`src/rtl/toggle_meter.sv`:
```
// Measures clk-cycle intervals between edges of q_in and queues them in a FWFT FIFO.
// Define TOGGLE_METER_MINMAX_EN to enable min/max interval tracking.
module toggle_meter #(
  parameter int W     = 32,
  parameter int DEPTH = 4
) (
  input  logic                     clk,
  input  logic                     reset,
  input  logic                     q_in,
  input  logic                     enable,
  input  logic                     clr_ovf,
  output logic [W-1:0]             period_data,
  output logic                     period_valid,
  input  logic                     period_ready,
  output logic [$clog2(DEPTH):0]   fifo_count,
  output logic                     overflow,
  output logic                     sat,
  output logic [W-1:0]             min_period,
  output logic [W-1:0]             max_period
);

  // state     | meaning
  // S_IDLE    | not measuring, run_cnt held at 0
  // S_ARM     | waiting for the first edge to start timing
  // S_MEASURE | counting cycles, each edge pushes an interval
  localparam logic [1:0] S_IDLE    = 2'd0;
  localparam logic [1:0] S_ARM     = 2'd1;
  localparam logic [1:0] S_MEASURE = 2'd2;

  localparam int            AW       = $clog2(DEPTH);
  localparam logic [W-1:0]  ALL1     = '1;
  localparam logic [AW:0]   FULL_CNT = (AW+1)'(DEPTH);

  logic [1:0]    r_state;
  logic          r_q_d;
  logic [W-1:0]  r_run_cnt;
  logic [W-1:0]  r_mem [DEPTH];
  logic [AW-1:0] r_wr_ptr;
  logic [AW-1:0] r_rd_ptr;
  logic [AW:0]   r_count;
  logic          r_ovf;
  logic          r_sat;

  logic          w_edge;
  logic          w_cnt_max;
  logic          w_push;
  logic [W-1:0]  w_push_val;
  logic          w_full;
  logic          w_pop;
  logic          w_write;
  logic          w_drop;

  assign w_edge     = q_in ^ r_q_d;
  assign w_cnt_max  = (r_run_cnt == ALL1);
  assign w_push     = (r_state == S_MEASURE) && enable && w_edge;
  assign w_push_val = w_cnt_max ? ALL1 : r_run_cnt + W'(1);
  assign w_full     = (r_count == FULL_CNT);
  assign w_pop      = period_valid && period_ready;
  // A full FIFO still accepts a push when the head leaves in the same cycle.
  assign w_write    = w_push && (!w_full || w_pop);
  assign w_drop     = w_push && w_full && !w_pop;

  always_ff @(posedge clk) begin
    r_q_d <= q_in;
  end

  always_ff @(posedge clk) begin
    if (reset) begin
      r_state   <= S_IDLE;
      r_run_cnt <= '0;
    end else begin
      case (r_state)
        S_IDLE: begin
          r_run_cnt <= '0;
          if (enable) r_state <= S_ARM;
        end
        S_ARM: begin
          r_run_cnt <= '0;
          if (!enable)     r_state <= S_IDLE;
          else if (w_edge) r_state <= S_MEASURE;
        end
        S_MEASURE: begin
          if (!enable) begin
            r_state   <= S_IDLE;
            r_run_cnt <= '0;
          end else if (w_edge) begin
            r_run_cnt <= '0;
          end else if (!w_cnt_max) begin
            r_run_cnt <= r_run_cnt + W'(1);
          end
        end
        default: begin
          r_state   <= S_IDLE;
          r_run_cnt <= '0;
        end
      endcase
    end
  end

  always_ff @(posedge clk) begin
    if (w_write) r_mem[r_wr_ptr] <= w_push_val;
  end

  always_ff @(posedge clk) begin
    if (reset) begin
      r_wr_ptr <= '0;
      r_rd_ptr <= '0;
      r_count  <= '0;
    end else begin
      if (w_write) r_wr_ptr <= r_wr_ptr + AW'(1);
      if (w_pop)   r_rd_ptr <= r_rd_ptr + AW'(1);
      if (w_write && !w_pop)      r_count <= r_count + (AW+1)'(1);
      else if (!w_write && w_pop) r_count <= r_count - (AW+1)'(1);
    end
  end

  // Set beats clear when both happen in the same cycle.
  always_ff @(posedge clk) begin
    if (reset) begin
      r_ovf <= 1'b0;
      r_sat <= 1'b0;
    end else begin
      if (w_drop)       r_ovf <= 1'b1;
      else if (clr_ovf) r_ovf <= 1'b0;
      if (w_push && w_cnt_max) r_sat <= 1'b1;
      else if (clr_ovf)        r_sat <= 1'b0;
    end
  end

  assign period_valid = (r_count != '0);
  assign period_data  = period_valid ? r_mem[r_rd_ptr] : '0;
  assign fifo_count   = r_count;
  assign overflow     = r_ovf;
  assign sat          = r_sat;

`ifdef TOGGLE_METER_MINMAX_EN
  logic [W-1:0] r_min;
  logic [W-1:0] r_max;
  logic         w_arming;

  assign w_arming = (r_state == S_IDLE) && enable;

  // Dropped samples still count towards the extremes.
  always_ff @(posedge clk) begin
    if (reset || w_arming) begin
      r_min <= ALL1;
      r_max <= '0;
    end else if (w_push) begin
      if (w_push_val < r_min) r_min <= w_push_val;
      if (w_push_val > r_max) r_max <= w_push_val;
    end
  end

  assign min_period = r_min;
  assign max_period = r_max;
`else
  assign min_period = '0;
  assign max_period = '0;
`endif

endmodule

```
`config.mk`:
```
export PLATFORM = sky130hd
export DESIGN_NAME = toggle_meter
export DESIGN_NICKNAME = d
export VERILOG_FILES = /design/src/rtl/toggle_meter.sv
export SDC_FILE = /design/constraint.sdc
export NUM_CORES = 1
export LEC_CHECK = 0
export ABC_AREA = 1
export CORE_MARGIN = 2
export CORE_UTILIZATION = 45
export DETAILED_ROUTE_END_ITERATION = 8
export PLACE_DENSITY = 0.75
export RECOVER_POWER = 100
export SYNTH_ARGS = -nofsm -noshare
export SYNTH_HDL_FRONTEND = slang
export SYNTH_SLANG_ARGS = --single-unit
```
`constraint.sdc`:
```
create_clock -name clk -period 3.2 [get_ports clk]
set_clock_uncertainty 0.1 [all_clocks]
set_input_delay 0.64 -clock clk [delete_from_list [all_inputs] [get_ports clk]]
set_output_delay 0.64 -clock clk [all_outputs]
set_load 0.03 [all_outputs]
```
==> metrics <==
status=completed; HPWL Detailed=9640 um; Die ar.=19000 um^2; global-route usage over all layers=17.1%; setup TNS=0 ns; DRC Markers=0; post-cts sizing count=0; Top Ports=108; largest net degree at the start of global routing=39; dpl ws=0.311 ns; max-slew violation total from the final report=0; worst path required time=2.46 ns; DR vias=5468; global-route wire length before repair=24600 um; antenna diode count=0; peak supply drop=484 uV; Period minus WS final=3.08 ns; core area=17400 um^2; critical path launch point=fifo_count[0]; Hold Crit Start=overflow; yosys warns=0; Area Growth Syn to Fin=11.3%; Max FO, Critical Path=26; Worst Hold Class=reg -> reg; Root Buffer=clkbuf_16; PwrDens=726 nW/um^2; CTS tree=built; number of library cell types mapped by synthesis=32; # fillers=1547; worst r2r src=r_run_cnt[0]; Top FF cell, synth=edfxtp_1; Overflow after GRT=0; smallest setup slack after layout=0.118 ns; Clock Latency Late Sink=0.43 ns; Post-CTS Repair Setup Buffers=0; number of synthesized flops with an enable pin=128; fin util=51.5%; actual slew at the worst max-slew pin=1.01 ns; f_max=324 MHz; final setup violation count=0; die height=138 um; final instance count without filler cells=1126; antenna violations before repair=0; CTS HTree Levels=4; final worst-path cycle share=96.3%; Final Net Count=901; Die Width=138 um; Clock Pin Slew Worst Setup and Hold Paths=0.07 ns; clock net sink count=174; flops & latches, synth=174; syn_area_per_cell=9.56 um^2; placed cell count=1094; RD Place Congestion=0.943; Via density=4.86; crit path DAT=2.34 ns; FFs w/ async S/R, synth=0%; RSZ-0062 raised after global routing=no; PortBufs=43; leak pwr=3.27 nW; Critical Path End Type=output port; post-synthesis sequential area ratio=59.1%; Hold Buf Count CTS=0; Clock Tree Buf Depth=2; share of layout cells above drive strength 1=7.33%; First-pass DRT Iterations=5; post-synthesis cell area=8060 um^2; cts bufs inserted=17; Routed Antenna Nets=0; Post-Route WL=15500 um; Slew Limit Headroom=32.9%; Initial DRC Count=451; Wirelength per Cell=13.7 um; vias in the first global route=4946; Mapped Cells=843; Worst Setup Start Kind=register; max cap viols=0; crit path kind=reg -> out; initial core utilization=46.3%; # rows=48; final hold violation count=0
## metrics by stage
stage / total power, mW / hold slack, ns / area [um^2]
after global routing: 6.80 / 0.397 / 8970
final: 6.51 / 0.373 / 8970
after CTS: 6.64 / 0.374 / 9130
after floorplan: 3.87 / 0.336 / 8290
after detailed placement: 4.71 / 0.362 / 8560
after global placement: 4.70 / 0.352 / 8560
## where the power goes
part	leakage (nW)	total, mW	internal, mW	switching, mW
combinational	1.74	2.11	0.668	1.44
clock	0.280	1.95	1.03	0.914
sequential	1.25	2.45	2.42	0.0338
total	3.27	6.51	4.12	2.39
## critical path: stages, from the launching register on
cell	delay, ns
dfxtp_1	0.38
nor3_4	0.17
buf_4	0.37
buf_4	0.25
a21oi_1	0.05
dlygate4sd3_1	0.69
## Yosys cell counts (all sizes together) (2+ instances only)
| master | instances | share of area, % |
|---|---|---|
| a21oi | 63 | 3.9 |
| nand4 | 3 | 0.23 |
| nand3b | 4 | 0.37 |
| inv | 72 | 3.4 |
| o21ai | 76 | 4.7 |
| ha | 6 | 0.93 |
| buf | 75 | 6.7 |
| nand2 | 113 | 5.6 |
| edfxtp | 128 | 48 |
| nor3 | 2 | 0.25 |
| xor2 | 5 | 0.54 |
| nor2 | 195 | 9.7 |
| nand3 | 24 | 2.4 |
| xnor2 | 7 | 0.76 |
| dfxtp | 46 | 11 |
| clkbuf | 19 | 0.89 |
## registers in the layout (all words and copies together), names as in the netlist, named ones only
| name | cells |
|---|---|
| r_wr_ptr | 2 |
| overflow | 1 |
| r_state | 2 |
| fifo_count | 3 |
| r_run_cnt | 32 |
| r_rd_ptr | 2 |
| r_mem | 128 |
| r_q_d | 1 |
| sat | 1 |
## cell type report
| type | count | area (um^2) | share of cell area [%] |
|---|---|---|---|
| tap | 225 | 282 | 3.14 |
| clock inverter | 15 | 144 | 1.60 |
| inverter | 73 | 274 | 3.05 |
| sequential | 174 | 4770 | 53.1 |
| multi-input combinational | 565 | 2570 | 28.7 |
| clock buffer | 17 | 425 | 4.74 |
| timing repair buffer | 57 | 504 | 5.62 |
## cells in the final DEF, fill, tap and decap left out, types with 2 or more instances in the layout
cell             synthesis  routed
a21oi_1                 63      63
buf_4                   64       9
clkbuf_1                19       4
clkbuf_16                0      17
clkbuf_2                 0       4
clkdlybuf4s50_1          0      20
clkinv_4                 0       3
conb_1                   1      64
dfxtp_1                 46      45
dlygate4sd3_1            0      19
edfxtp_1               128     128
ha_1                     6       6
inv_1                   71      71
inv_6                    0       5
inv_8                    0       4
nand2_1                107     110
nand2_2                  3       2
nand3_1                 13      22
nand3b_1                 4       4
nand4_1                  3       3
nor2_1                 187     184
nor2_2                   4       8
nor2_4                   3       3
o21ai_0                 76      76
xnor2_1                  7       7
xor2_1                   5       5
## routing by layer
layer | GRT usage [%] | part of all wire (%) | up-vias
li1 | - | - | 2733
met1 | 22.0 | 45 | 2549
met2 | 29.4 | 48 | 171
met3 | 3.42 | 5.1 | 15
met4 | 4.93 | 1.2 | 0
met5 | 0 | 0 | -
## cells by family (layout without fill, tap and decap cells)
family	Yosys count	count (layout)	synth area share [%]
simple gates	342	342	18.6
flops	174	174	59.1
buf+inv	167	162	11.0
compound gates	140	140	8.74
xor+xnor	12	12	1.30
fa+ha+maj	7	7	1.18
other cells	1	64	0.0465
## final timing paths
| check | to | slack [ns] | cells past startpoint |
|---|---|---|---|
| min reg2reg | overflow | 0.37 | 2 |
| max reg2reg | r_mem[3][19] | 0.48 | 7 |
| min | overflow | 0.37 | 2 |
| max | period_data[29] | 0.12 | 5 |
Note: power is estimated with default switching activity, not from simulation.
